`src/rtl/regfile_xfer_pkg.sv`:
```
// regfile_xfer_pkg: shared widths, register count and FSM state type for the register-file transfer engine.
package regfile_xfer_pkg;
  localparam int DATA_W_DEF   = 16;
  localparam int ADDR_W_DEF   = 5;
  localparam int NUM_REGS_DEF = 32;
  typedef enum logic [1:0] {IDLE, SAVE, DRAIN, RESTORE} xfer_state_e;
endpackage

```
`src/rtl/regfile_xfer_cksum.sv`:
```
// regfile_xfer_cksum: XOR accumulator over transferred words with a registered mismatch pulse.
module regfile_xfer_cksum
  import regfile_xfer_pkg::*;
#(
  parameter int DATA_W = DATA_W_DEF
) (
  input  logic              clk,
  input  logic              rst,
  input  logic              i_clr,
  input  logic              i_en,
  input  logic              i_chk,
  input  logic [DATA_W-1:0] i_din,
  output logic [DATA_W-1:0] o_acc,
  output logic              o_err
);
  logic [DATA_W-1:0] r_acc;
  logic              r_err;
  always_ff @(posedge clk or posedge rst)
    if (rst) begin
      r_acc <= '0;
      r_err <= 1'b0;
    end else begin
      r_acc <= i_clr ? '0 : i_en ? r_acc ^ i_din : r_acc;
      r_err <= i_chk && (i_din != r_acc);
    end
  assign o_acc = r_acc;
  assign o_err = r_err;
endmodule

```
`src/rtl/regfile_xfer_engine.sv`:
```
// regfile_xfer_engine: bulk save/restore sequencer for the register file over valid/ready streams.
// Define RF_XFER_CKSUM_EN to append/verify an XOR checksum word on both streams.
module regfile_xfer_engine
  import regfile_xfer_pkg::*;
#(
  parameter int DATA_W   = DATA_W_DEF,
  parameter int ADDR_W   = ADDR_W_DEF,
  parameter int NUM_REGS = NUM_REGS_DEF
) (
  input  logic              clk,
  input  logic              rst,
  input  logic              start_save,
  input  logic              start_restore,
  output logic              busy,
  output logic              done,
  output logic              cksum_err,
  output logic [ADDR_W-1:0] rf_ra,
  input  logic [DATA_W-1:0] rf_busa,
  output logic [ADDR_W-1:0] rf_rw,
  output logic [DATA_W-1:0] rf_busw,
  output logic              rf_wren,
  output logic [DATA_W-1:0] out_data,
  output logic              out_valid,
  input  logic              out_ready,
  input  logic [DATA_W-1:0] in_data,
  input  logic              in_valid,
  output logic              in_ready
);
  localparam logic [ADDR_W:0] P_NREGS = (ADDR_W+1)'(NUM_REGS);
`ifdef RF_XFER_CKSUM_EN
  localparam logic [ADDR_W:0] P_LAST = (ADDR_W+1)'(NUM_REGS);
`else
  localparam logic [ADDR_W:0] P_LAST = (ADDR_W+1)'(NUM_REGS - 1);
`endif
  xfer_state_e       r_state, w_state_nxt;
  logic [ADDR_W:0]   r_ptr;
  logic [DATA_W-1:0] r_out_data;
  logic              r_out_valid, r_done;
  logic              w_load, w_accept, w_drain_hs, w_last, w_data_word;
  logic [DATA_W-1:0] w_acc;
  always_comb begin
    w_data_word = r_ptr < P_NREGS;
    w_last      = r_ptr == P_LAST;
    w_load      = (r_state == SAVE) && (!r_out_valid || out_ready);
    w_accept    = (r_state == RESTORE) && in_valid;
    w_drain_hs  = (r_state == DRAIN) && r_out_valid && out_ready;
    in_ready    = r_state == RESTORE;
    rf_wren     = w_accept && w_data_word;
    busy        = r_state != IDLE;
    w_state_nxt = r_state;
    case (r_state)
      IDLE:    w_state_nxt = start_save ? SAVE : start_restore ? RESTORE : IDLE;
      SAVE:    w_state_nxt = (w_load && w_last) ? DRAIN : SAVE;
      DRAIN:   w_state_nxt = w_drain_hs ? IDLE : DRAIN;
      RESTORE: w_state_nxt = (w_accept && w_last) ? IDLE : RESTORE;
      default: w_state_nxt = IDLE;
    endcase
  end
  always_ff @(posedge clk or posedge rst)
    if (rst) begin
      r_state     <= IDLE;
      r_ptr       <= '0;
      r_out_data  <= '0;
      r_out_valid <= 1'b0;
      r_done      <= 1'b0;
    end else begin
      r_state <= w_state_nxt;
      r_ptr   <= (r_state == IDLE) ? '0 : (w_load || w_accept) ? r_ptr + 1'b1 : r_ptr;
      r_done  <= w_drain_hs || (w_accept && w_last);
      if (w_load) begin
        r_out_data  <= w_data_word ? rf_busa : w_acc;
        r_out_valid <= 1'b1;
      end else if (w_drain_hs) begin
        r_out_valid <= 1'b0;
      end
    end
`ifdef RF_XFER_CKSUM_EN
  logic w_err;
  regfile_xfer_cksum #(.DATA_W(DATA_W)) u_cksum (
    .clk   (clk),
    .rst   (rst),
    .i_clr (r_state == IDLE),
    .i_en  ((w_load || w_accept) && w_data_word),
    .i_chk (w_accept && w_last),
    .i_din ((r_state == SAVE) ? rf_busa : in_data),
    .o_acc (w_acc),
    .o_err (w_err)
  );
  assign cksum_err = w_err;
`else
  assign w_acc     = '0;
  assign cksum_err = 1'b0;
`endif
  assign rf_ra     = r_ptr[ADDR_W-1:0];
  assign rf_rw     = r_ptr[ADDR_W-1:0];
  assign rf_busw   = in_data;
  assign out_data  = r_out_data;
  assign out_valid = r_out_valid;
  assign done      = r_done;
endmodule

```
`config.mk`:
```
export PLATFORM = sky130hd
export DESIGN_NAME = regfile_xfer_engine
export DESIGN_NICKNAME = d
export VERILOG_FILES = /design/src/rtl/regfile_xfer_pkg.sv /design/src/rtl/regfile_xfer_cksum.sv /design/src/rtl/regfile_xfer_engine.sv
export SDC_FILE = /design/constraint.sdc
export NUM_CORES = 1
export LEC_CHECK = 0
export ABC_AREA = 1
export BUFFER_PORTS_ARGS = -buffer_cell sky130_fd_sc_hd__buf_2
export CORE_ASPECT_RATIO = 1.2
export CORE_MARGIN = 4
export CORE_UTILIZATION = 46
export DETAILED_ROUTE_END_ITERATION = 8
export PLACE_DENSITY_LB_ADDON = 0.1
export SYNTH_ARGS = -nofsm -noshare
export SYNTH_HDL_FRONTEND = slang
export SYNTH_SLANG_ARGS = --single-unit
```
`constraint.sdc`:
```
create_clock -name clk -period 3.46 [get_ports clk]
set_clock_uncertainty 0.1 [all_clocks]
set_input_delay 0.173 -clock clk [delete_from_list [all_inputs] [get_ports clk]]
set_output_delay 0.173 -clock clk [all_outputs]
set_load 0.05 [all_outputs]
```
### Word level (Yosys, flattened, before mapping)

Index checks and enable logic that the tools add are counted.

| storage, ports and cells | value |
|---|---|
| register bits | 26 |
| bits of input ports | 38 |
| output and inout port bits | 48 |
| logic and storage cells | 37 |

| operators by class | value |
|---|---|
| $add $sub $neg | 1 |
| order comparisons | 1 |
| eq/ne operators | 4 |
| multiplexer cells | 11 |
| reductions and logical operators | 15 |

Operators with widths:

| kind | number |
|---|---|
| two-way mux 16 bit | 1 |
| two-way mux 6 bit | 2 |
| two-way mux 2 bit | 5 |
| one-hot mux 2 bit (4 select lines) | 1 |
| logical AND 1 bit | 7 |
| adder 6 x 1 -> 6 bit, second input constant | 1 |
| == test 6 x 5 -> 1 bit, second input constant | 1 |
| < comparator 6 bit, second input constant | 1 |
| nonzero test 2 bit | 3 |
| == test 2 bit, second input constant | 2 |
| logical OR 1 bit | 3 |
| == test 2 x 1 -> 1 bit, second input constant | 1 |
| zero test 2 bit | 1 |
| two-way mux 1 bit | 2 |
| zero test 1 bit | 1 |

### Logic depth before layout (Yosys ltp)

Gate-level depths: netlist of run 1.

| depth | value |
|---|---|
| depth in word-level cells | 6 |
| mapped depth | 8 |
| mapped depth without buffers | 8 |

### Worst setup path after synthesis of run 1

No wires, ideal clock.

| timing path | value |
|---|---|
| path type | register to output |
| from | reg r_state[1] |
| to | out rf_wren |
| arrival time | 1482 ps |
| data required time | 3187 ps |
| slack | 1705 ps |
| stages on the path, launching flop included | 5 |
| path buffers | 0 |
| cells stage by stage | dfrtp_1 nand2_1 inv_2 nand2_2 nor2_1 |

| on the way | value |
|---|---|
| longest elaborated chain between the ends | 3 |

Ends and longest elaborated chain:

| element | RTL line | source |
|---|---|---|
| start, declared | regfile_xfer_engine.sv:35 | `xfer_state_e r_state, w_state_nxt;` |
| start signal, assigned | regfile_xfer_engine.sv:67 | `r_state <= w_state_nxt;` |
| == test 2 bit | - |  |
| named net in_ready | regfile_xfer_engine.sv:27 | `output logic in_ready` |
| logical AND 1 bit | regfile_xfer_engine.sv:45 | `w_accept = (r_state == RESTORE) && in_valid;` |
| logical AND 1 bit | regfile_xfer_engine.sv:48 | `rf_wren = w_accept && w_data_word;` |
| end, declared | regfile_xfer_engine.sv:21 | `output logic rf_wren,` |

The timed path passes the listed nets, and every way through them passes these cells.

### Worst setup path in the final report of run 1

| timing path | value |
|---|---|
| from | reg r_state[1] |
| to | out rf_wren |

| on the way | value |
|---|---|
| longest elaborated chain between the ends | 3 |

Ends and longest elaborated chain:

| element | RTL line |
|---|---|
| == test 2 bit | regfile_xfer_engine.sv:45 |
| logical AND 1 bit | regfile_xfer_engine.sv:45 |
| logical AND 1 bit | regfile_xfer_engine.sv:48 |

Every way passes these cells.

==> results of run 1 <==
metal layers:
metal,track usage,up-vias,part of all wire
li1,-,590,-
met1,0.188,542,0.40
met2,0.275,53,0.50
met3,0.0391,2,0.098
met4,0.0522,0,0.0041
met5,0,-,0
layout by cell type (no fill, tap or decap), types with 2 or more instances in the layout:
cell and n:
nand2_1 56, buf_2 52, dfrtp_1 26, nor2_1 12, dlygate4sd3_1 10, inv_1 9
o21ai_1 9, o21ai_0 9, nand3_1 8, a21oi_1 4, clkbuf_4 3, nand2_2 2
state kept, by name, indices dropped and copies added, names as in the netlist:
name / cells
done: 1
out_data: 16
out_valid: 1
r_ptr: 6
r_state: 2
stage by stage:
stage	worst slack (ns)	hold WS (ns)	std cells	total power [W]	area, um2
floorplan	1.70	0.113	175	0.00136	1400
global placement	1.99	0.246	230	0.00146	1480
detailed placement	1.95	0.246	230	0.00148	1480
CTS	1.78	0.000846	242	0.00161	1590
global route	1.66	0.00509	243	0.00171	1600
finish	1.81	0.0157	243	0.00160	1600
layout make-up:
cell class                 instances  area (um2)
clock buffer                       3        22.5
fill                             279        1260
inverter                          11        41.3
multi-input combinational        107         483
sequential                        26         651
tap                               34        42.5
timing repair buffer              62         360
how the worst max path moves through the flow:
stage / from / end / slack [ns] / depth (start not counted)
2_1_floorplan: r_state[1]$_DFF_PP0_ / rf_wren / 1.70 / 4
3_3_place_gp: r_ptr[5]$_DFFE_PP0P_ / r_state[1]$_DFF_PP0_ / 1.99 / 5
3_5_place_dp: r_ptr[5]$_DFFE_PP0P_ / r_state[1]$_DFF_PP0_ / 1.95 / 5
4_1_cts: r_state[1]$_DFF_PP0_ / rf_wren / 1.78 / 5
5_1_grt: r_state[1]$_DFF_PP0_ / busy / 1.66 / 3
6_report: r_state[1]$_DFF_PP0_ / rf_wren / 1.81 / 5
logic make-up (layout without fill, tap and decap cells):
| group | Yosys count | in the layout |
|---|---|---|
| buf+inv | 42 | 76 |
| other cells | 1 | 1 |
| simple gates | 83 | 83 |
| compound gates | 22 | 22 |
| fa+ha+maj | 1 | 1 |
| flops | 26 | 26 |
worst register-to-register path, delay by kind of cell (launching register included):
| family | cells | cell delay [ns] |
|---|---|---|
| AO/OA/AOI/OAI | 1 | 0.12 |
| AND/OR/NAND/NOR | 3 | 0.36 |
| flip-flops | 1 | 0.41 |
| buffers and inverters | 1 | 0.41 |
report_power, final:
group / internal [W] / switching [W] / leakage [nW]
registers: 0.000425 / 0.0000809 / 0.326
logic: 0.000210 / 0.000757 / 0.583
clock network: 0.0000407 / 0.0000829 / 0.0138
==> summary.md, run 1 <==
| Metric | Value |
|---|---|
| Antenna cells | 0 |
| CP peak stage delay | 0.43 ns |
| Post-synth EDFFs | 0 |
| Pleak | 0.923 nW |
| CTS tree | done |
| Final min period | ~1.7 ns |
| Adder-cell share of the synthesized area | 0.00891 |
| Hold Crit Depth | 3 |
| Yosys reg bits | 26 |
| Syn nets | roughly 210 |
| Final Net Count | 250 |
| First-pass GRT wire length | 4880 um |
| Max VDD drop | 564 uV |
| Post-CTS Resized | 0 |
| Clock-pin slew on the worst setup and hold paths | roughly 0.13 ns |
| Antenna viol nets, final | 0 |
| Synth Area in Simple Gates | 0.254 |
| CTS root buf | clkbuf_4 |
| Synthesis Warnings | 0 |
| Synth area leader | dfrtp_1 |
| CP endpoint kind | primary output |
| DR vias | 1187 |
| RSZ-0062 raised after global routing | false |
| Routed len/inst | between 10 and 15 um |
| Synth cell count leaders | nand2_1 (56), buf_4 (27), dfrtp_1 (26) |
| CTS sink cnt | 26 |
| Global route total overflow | 0 |
| Worst hold endpoint | out_data[9]$_DFFE_PP0P_ |
| Core ar. | between 2000 and 3000 um2 |
| Compound-cell area share of the yosys netlist | 0.0784 |
| Pre-antenna DRT Iters | 4 |
| CTS Hold Bufs | 9 |
| Leading post-synthesis cells by cell area | dfrtp_1 (46%), nand2_1 (15%), buf_4 (14%), o21ai_0 (3.2%), o21ai_1 (3.2%) |
| R2R depth | 5 |
| Initial core utilization | 0.490 |
| Die height | 68.5 um |
| Count leader, synth | nand2_1 |
| Post-CTS setup buffer count | 0 |
| Gpl congestion | 0.833 |
| Sequential element share of the synthesized area | 0.463 |
| Total wire length after detailed routing | 3160 um |
| Max Slew Vio Count | 0 |
| Worst path slowest cell | dfrtp_1 |
| Async S/R FF share, synth | 1.00 |
| Slew margin rel. | 0.352 |
| Largest net degree at the start of global routing | 36 |
| Initial antenna violation count | 0 |
| Synth Instances | 175 |
| Total CTS buffers | 3 |
| Setup Viol. Count Final | 0 |
| Netlist cell types | 21 |
| Outcome | completed |
| CP cell instances | nand2_1, inv_2, nand2_2, nor2_1, buf_2 |
| Power Density | 998 nW/um2 |
| Final core utilization | 0.559 |
| Worst Path Buf+Inv | 2 |
| Crit path DAT | 1.38 ns |
| Fmax | 605 MHz |
| Rows | 21 |
| MaxCap Viol Count | 0 |
| Reg2reg end | r_state[1]$_DFF_PP0_ |
| Max FO, Critical Path | 4 |
| Final period utilization | 0.478 |
| Crit path required time | 3.19 ns |
| Syn Std Cell Area | 1400 um2 |
| Vias per cell | between 4 and 5 |
| Synth top area share | 0.463 |
| Die ar. | 4000 um2 |
| Total Routing Usage GR | 0.157 |
| Worst reg2reg path startpoint | r_ptr[5]$_DFFE_PP0P_ |
| Clk buf depth | 2 |
| Worst slew pin tran | 0.971 ns |
| Drt initial violations | 74 |
| Skew-Pair Late Insertion Delay | 0.31 ns |
| Hold Path Class | in -> reg |
| Share of cells above drive strength 1 | 0.292 |
| Hold path startpoint | rf_busa[9] |
| Worst Setup Path Type | reg -> out |
| IO Port Bufs | 52 |
| Multiplexer area fraction after synthesis | 0 |
| Setup crit start kind | flop |
| Die X-Extent | around 58 um |
| Syn_area_per_cell | 8.02 um2 |
| Setup TNS | 0 ns |
| Synth Area in XOR/XNOR | 0 |
| Area Overhead vs Synth | 14.0% |
| Vias in the first global route | 1109 |
| Predominant post-synthesis flop cell | dfrtp_1 |
| Io pins | between 80 and 90 |
| Fin. Hold Viols | 0 |
| H-tree Lvls | 1 |
| Drt drc | 0 |
| FF-to-FF setup slack | around 2.0 ns |
| Hpwl dp | 2350 um |
| Main combinational cell family by area after synthesis | simple AND/OR/NAND/NOR gates |
| Top Family by Delay on Critical Path | flip-flops |
No activity file was read; power rests on OpenSTA's default activity.
==> run 2, diff against run 1 <==
CORE_UTILIZATION = 43   (was 46)
clock period = 1.66 ns   (was 3.46 ns; I/O delays follow)
==> summary.md, run 2 (synthesis gave the netlist of run 1 again) <==
| Metric | Value |
|---|---|
| Outcome | completed |
| Fin. Hold Viols | 0 (unchanged) |
| Fill count | 274 (-1.8%) |
| Crit path required time | 1.48 ns (-1.71 ns) |
| Final min period | roughly 1.6 ns |
| Final period utilization | 0.941 |
| Final Net Count | 262 (+4.8%) |
| Fmax | 640 MHz |
| Drt drc | 0 (unchanged) |
| FF+latch area | 651 um2 (unchanged) |
| Metal-1 WL | 1260 um (about the same) |
| FF-to-FF setup slack | 0.21 ns (-1.74 ns) |
| Final instance area | 1750 um2 (+9.5%) |
| Post-CTS setup buffer count | 0 (unchanged) |
| Post-Place Worst Slack | 0.224 ns (-1.72 ns) |
| Hold Path Class | in -> reg |
| Setup Viol. Count Final | 0 (unchanged) |
| Total CTS buffers | 3 (unchanged) |
| CTS sink cnt | 26 (unchanged) |
| CP peak stage delay | 0.44 ns (about the same) |
| Setup crit start kind | flop |
| Area Overhead vs Synth | 24.9% |
| Clk buf depth | 2 (unchanged) |
| Max FO, Critical Path | 4 (unchanged) |
| MaxCap Viol Count | 0 (unchanged) |
| CP endpoint kind | primary output |
| Commonest non-fill, non-tap cell in the layout | nand2_1 |
| Die ar. | 4250 um2 (+6.1%) |
| Max Slew Vio Count | 0 (unchanged) |
| Antenna viol nets, final | 0 (unchanged) |
| RSZ-0062 raised after global routing | false |
| Hpwl dp | 2090 um (-11%) |
| Antenna cells | 0 (unchanged) |
| Vias per cell | 4.66 (-4.5%) |
| Max Used Layer | met4 |
| Multi-input logic area | 488 um2 (+1.0%) |
| Io pins | 86 (unchanged) |
| DR vias | 1203 (+1.3%) |
| Setup TNS | 0 ns (unchanged) |
| H-tree Lvls | 1 (unchanged) |
| Power Density | 2000 nW/um2 (+100%) |
| IO Port Bufs | 52 (unchanged) |
| Rows | 22 (+4.8%) |
| Initial antenna violation count | 0 (unchanged) |
| Placed Instance Area | 1500 um2 (+1.4%) |
| Routed len/inst | 11.6 um (-11%) |
| Final hold slack | 0.0182 ns (+0.00254 ns) |
| CTS root buf | clkbuf_4 |
| Drt initial violations | 50 (-32%) |
| Pleak | 0.988 nW (+7.0%) |
| Pre-antenna DRT Iters | 4 (unchanged) |
| Global route total overflow | 0 (unchanged) |
| Worst path slowest cell | dfrtp_1 |
| Largest net degree at the start of global routing | 36 (unchanged) |
| Crit path DAT | 1.38 ns (about the same) |
| Clock-pin slew on the worst setup and hold paths | 0.14 ns (about the same) |
| Final setup margin | 0.0972 ns (-1.71 ns) |
| Met3 WL | 275 um (-12%) |
| First-pass GRT wire length | 4970 um (+2.0%) |
| Core ar. | 3110 um2 (+8.6%) |
| Die height | 70.6 um (+3.0%) |
| CP cell instances | nand2_1, inv_2, nand2_2, nor2_2, buf_2 |
| Max VDD drop | 1290 uV (+130%) |
| CTS tree | done |
| Gpl congestion | 0.885 (+6.3%) |
| Initial core utilization | 0.451 (-0.0388) |
| Max reg flops | 16 (unchanged) |
| Total Routing Usage GR | 0.148 (-0.00888) |
| Vias in the first global route | 1184 (+6.8%) |
| Final Total Pwr | 0.00351 W (+120%) |
| Skew-Pair Late Insertion Delay | 0.32 ns (about the same) |
| Die X-Extent | 60.2 um (+3.0%) |
| Routed met2 length | 1420 um (-9.8%) |
| Share of cells above drive strength 1 | 0.297 (+0.00543) |
| Total wire length after detailed routing | 2980 um (-5.8%) |
| Most frequent cells in the layout | nand2_1 (56), buf_2 (52), dfrtp_1 (26), dlygate4sd3_1 (20), nor2_1 (10) |
| Worst Setup Path Type | reg -> out |
-- run 2: final timing paths --
| path | startpoint | cells after the start | endpoint |
|---|---|---|---|
| worst max-delay path | r_state[1]$_DFF_PP0_ | 5 | rf_wren |
| min in group asynchronous | rst | 4 | out_data[8]$_DFFE_PP0P_ |
| worst min register to register | out_data[2]$_DFFE_PP0P_ | 2 | out_data[2]$_DFFE_PP0P_ |
| worst max register to register | r_state[0]$_DFF_PP0_ | 7 | r_ptr[0]$_DFFE_PP0P_ |
| worst min-delay path | out_ready | 5 | done$_DFF_PP0_ |
| max in group asynchronous | rst | 4 | out_data[2]$_DFFE_PP0P_ |
-- run 2: area by class of cell --
class	count	area share
tap	36	0.0257
inverter	11	0.0236
multi-input combinational	107	0.278
clock buffer	3	0.0128
sequential	26	0.371
clock inverter	1	0.0171
timing repair buffer	74	0.271
-- run 2: worst max-delay path, delay by kind of cell, from the launching register on --
family	cells	cell delay, ns
buffers and inverters	2	0.35
flip-flops	1	0.44
AND/OR/NAND/NOR	3	0.28
-- run 2: power by group --
| group | internal, W | total [W] | switching (W) |
|---|---|---|---|
| Sequential | 0.000886 | 0.00105 | 0.000164 |
| Combinational | 0.000456 | 0.00202 | 0.00157 |
| Clock | 0.000244 | 0.000432 | 0.000188 |
-- run 2: routing by layer --
metal	track usage	vias to the layer above
met5	0	-
met4	0.0517	0
met3	0.0511	2
met2	0.246	62
met1	0.174	522
li1	-	617
-- run 2: stage by stage --
step	std cells	utilization
final	258	0.564
after global routing	258	0.564
after CTS	258	0.563
after detailed placement	234	0.481
after global placement	234	0.481
after floorplan	175	-
-- run 2: timing repair --
item / CTS / global route
endpoints found under the setup margin: 0 / 1
hold buffers: 20 / 0
hold endpoints to repair: 45 / 0
gates resized for setup: 0 / 1
==> run 3, diff against run 2 <==
CORE_UTILIZATION = 36   (was 43)
==> summary.md, run 3 (synthesis gave the netlist of run 1 again) <==
| Metric | Value |
|---|---|
| Total CTS buffers | 3 (unchanged) |
| Most frequent cells in the layout | nand2_1 (56), buf_2 (52), dfrtp_1 (26), dlygate4sd3_1 (20), nor2_1 (11) |
| Pre-antenna DRT Iters | 4 (unchanged) |
| Hold Path Class | in -> reg |
| Final hold slack | 0.0620 ns (+0.0438 ns) |
| Crit path DAT | 1.35 ns (-0.03 ns) |
| Max Slew Vio Count | 0 (unchanged) |
| Routed len/inst | 12.2 um (+5.3%) |
| Pleak | 0.998 nW (+1.1%) |
| RSZ-0062 raised after global routing | false |
| Post-CTS Resized | 0 (unchanged) |
| Max VDD drop | 943 uV (-27%) |
| Final min period | 1.53 ns (-0.0307 ns) |
| Hpwl dp | 2400 um (+15%) |
| Clock-pin slew on the worst setup and hold paths | 0.09 ns (-0.05 ns) |
| Die X-Extent | 65.0 um (+8.1%) |
| CP startpoint | r_state[1]$_DFF_PP0_ |
| Vias per cell | 4.52 (-3.0%) |
| Fin. Hold Viols | 0 (unchanged) |
| Setup crit start kind | flop |
| Core ar. | 3690 um2 (+19%) |
| R2R depth | 6 (-1) |
| FF-to-FF setup slack | 0.19 ns (-0.02 ns) |
| Global route total overflow | 0 (unchanged) |
| Initial core utilization | 0.380 (-0.0712) |
| Critical path capture point | busy |
| Gpl congestion | 0.827 (-6.6%) |
| Grt met1 use | 0.163 (-0.0116) |
| Met2 global-route usage | 0.243 (-0.00381) |
| Met3 Resource Use GR | 0.0265 (-0.0245) |
| Post-CTS setup buffer count | 0 (unchanged) |
| Antenna cells | 0 (unchanged) |
| Cells after DPL | 251 (+7.3%) |
| DR vias | 1244 (+3.4%) |
| Setup Viol. Count Final | 0 (unchanged) |
| Largest net degree at the start of global routing | 28 (-22%) |
| Reg2reg end | r_state[0]$_DFF_PP0_ |
| Worst Setup Path Type | reg -> out |
| Drt drc | 0 (unchanged) |
| Initial antenna violation count | 0 (unchanged) |
| First-pass GRT wire length | 5550 um (+12%) |
| Non-Filler Instances | 275 (+6.6%) |
| Final Net Count | 263 (+0.38%) |
| CTS Hold Bufs | 20 (unchanged) |
| Crit path required time | 1.48 ns (about the same) |
| Outcome | completed |
| Die height | 76.4 um (+8.2%) |
| Max FO, Critical Path | 7 (+3) |
| IO Port Bufs | 52 (unchanged) |
| CTS root buf | clkbuf_8 |
| Io pins | 86 (unchanged) |
| Rows | 24 (+9.1%) |
| Vias in the first global route | 1212 (+2.4%) |
| Clk buf depth | 2 (unchanged) |
| Fmax | 653 MHz (+2.0%) |
| Antenna viol nets, final | 0 (unchanged) |
| CTS sink cnt | 26 (unchanged) |
| GRT Max-Usage Layer | met2 |
| Final period utilization | 0.923 (-0.0185) |
| Total wire length after detailed routing | 3350 um (+12%) |
| H-tree Lvls | 1 (unchanged) |
| Skew-Pair Late Insertion Delay | 0.27 ns (-0.05 ns) |
| Total Routing Usage GR | 0.138 (-0.0103) |
| Post-Place Worst Slack | 0.208 ns (-0.0159 ns) |
| Share of cells above drive strength 1 | 0.296 (-0.00133) |
| Worst reg2reg path startpoint | r_ptr[0]$_DFFE_PP0P_ |
| Commonest non-fill, non-tap cell in the layout | nand2_1 |
| Max reg flops | 16 (unchanged) |
| Final Total Pwr | 0.00355 W (+1.3%) |
| CTS tree | done |
| CP endpoint kind | primary output |
| Power Density | 1980 nW/um2 (-0.94%) |
| MaxCap Viol Count | 0 (unchanged) |
| Die ar. | 4970 um2 (+17%) |
| Area Overhead vs Synth | 27.7% |
| Setup TNS | 0 ns (unchanged) |
| Drt initial violations | 36 (-28%) |
| Final setup margin | 0.128 ns (+0.0307 ns) |
-- run 3: area by class of cell --
cell class | instances | area (um2)
Inverter | 11 | 41.3
Timing Repair Buffer | 75 | 495
Multi-Input combinational cell | 107 | 485
Fill cell | 400 | 1900
Sequential cell | 26 | 651
Clock buffer | 4 | 55.1
Tap cell | 52 | 65.1
-- run 3: how the worst min path moves through the flow --
stage,startpoint,endpoint,depth (start not counted)
floorplan,rst,done$_DFF_PP0_,1
global placement,rst,out_data[7]$_DFFE_PP0P_,3
detailed placement,rst,out_data[7]$_DFFE_PP0P_,3
CTS,out_ready,done$_DFF_PP0_,5
global route,in_data[10],rf_busw[10],0
finish,out_ready,done$_DFF_PP0_,5
-- run 3: per-stage QoR --
stage	utilization	area (um2)
after floorplan	-	1410
after global placement	0.416	1540
after CTS	0.485	1790
after detailed placement	0.416	1540
final	0.485	1790
after global routing	0.485	1790
-- run 3: power breakdown --
group	internal [W]	switching [W]	leakage, nW	total, W
Clock	0.000212	0.000195	0.0288	0.000407
Sequential	0.000887	0.000160	0.326	0.00105
Combinational	0.000496	0.00160	0.643	0.00210
-- run 3: routing by layer --
layer  up-vias  part of all wire
met5         -                 0
met4         0             0.018
met3        12             0.071
met2        45              0.50
met1       574              0.41
li1        613                 -
-- run 3: critical path, cell delays in order, from the launching register on --
cell,delay (ns)
dfrtp_1,0.42
nor2_1,0.23
inv_1,0.18
buf_2,0.25
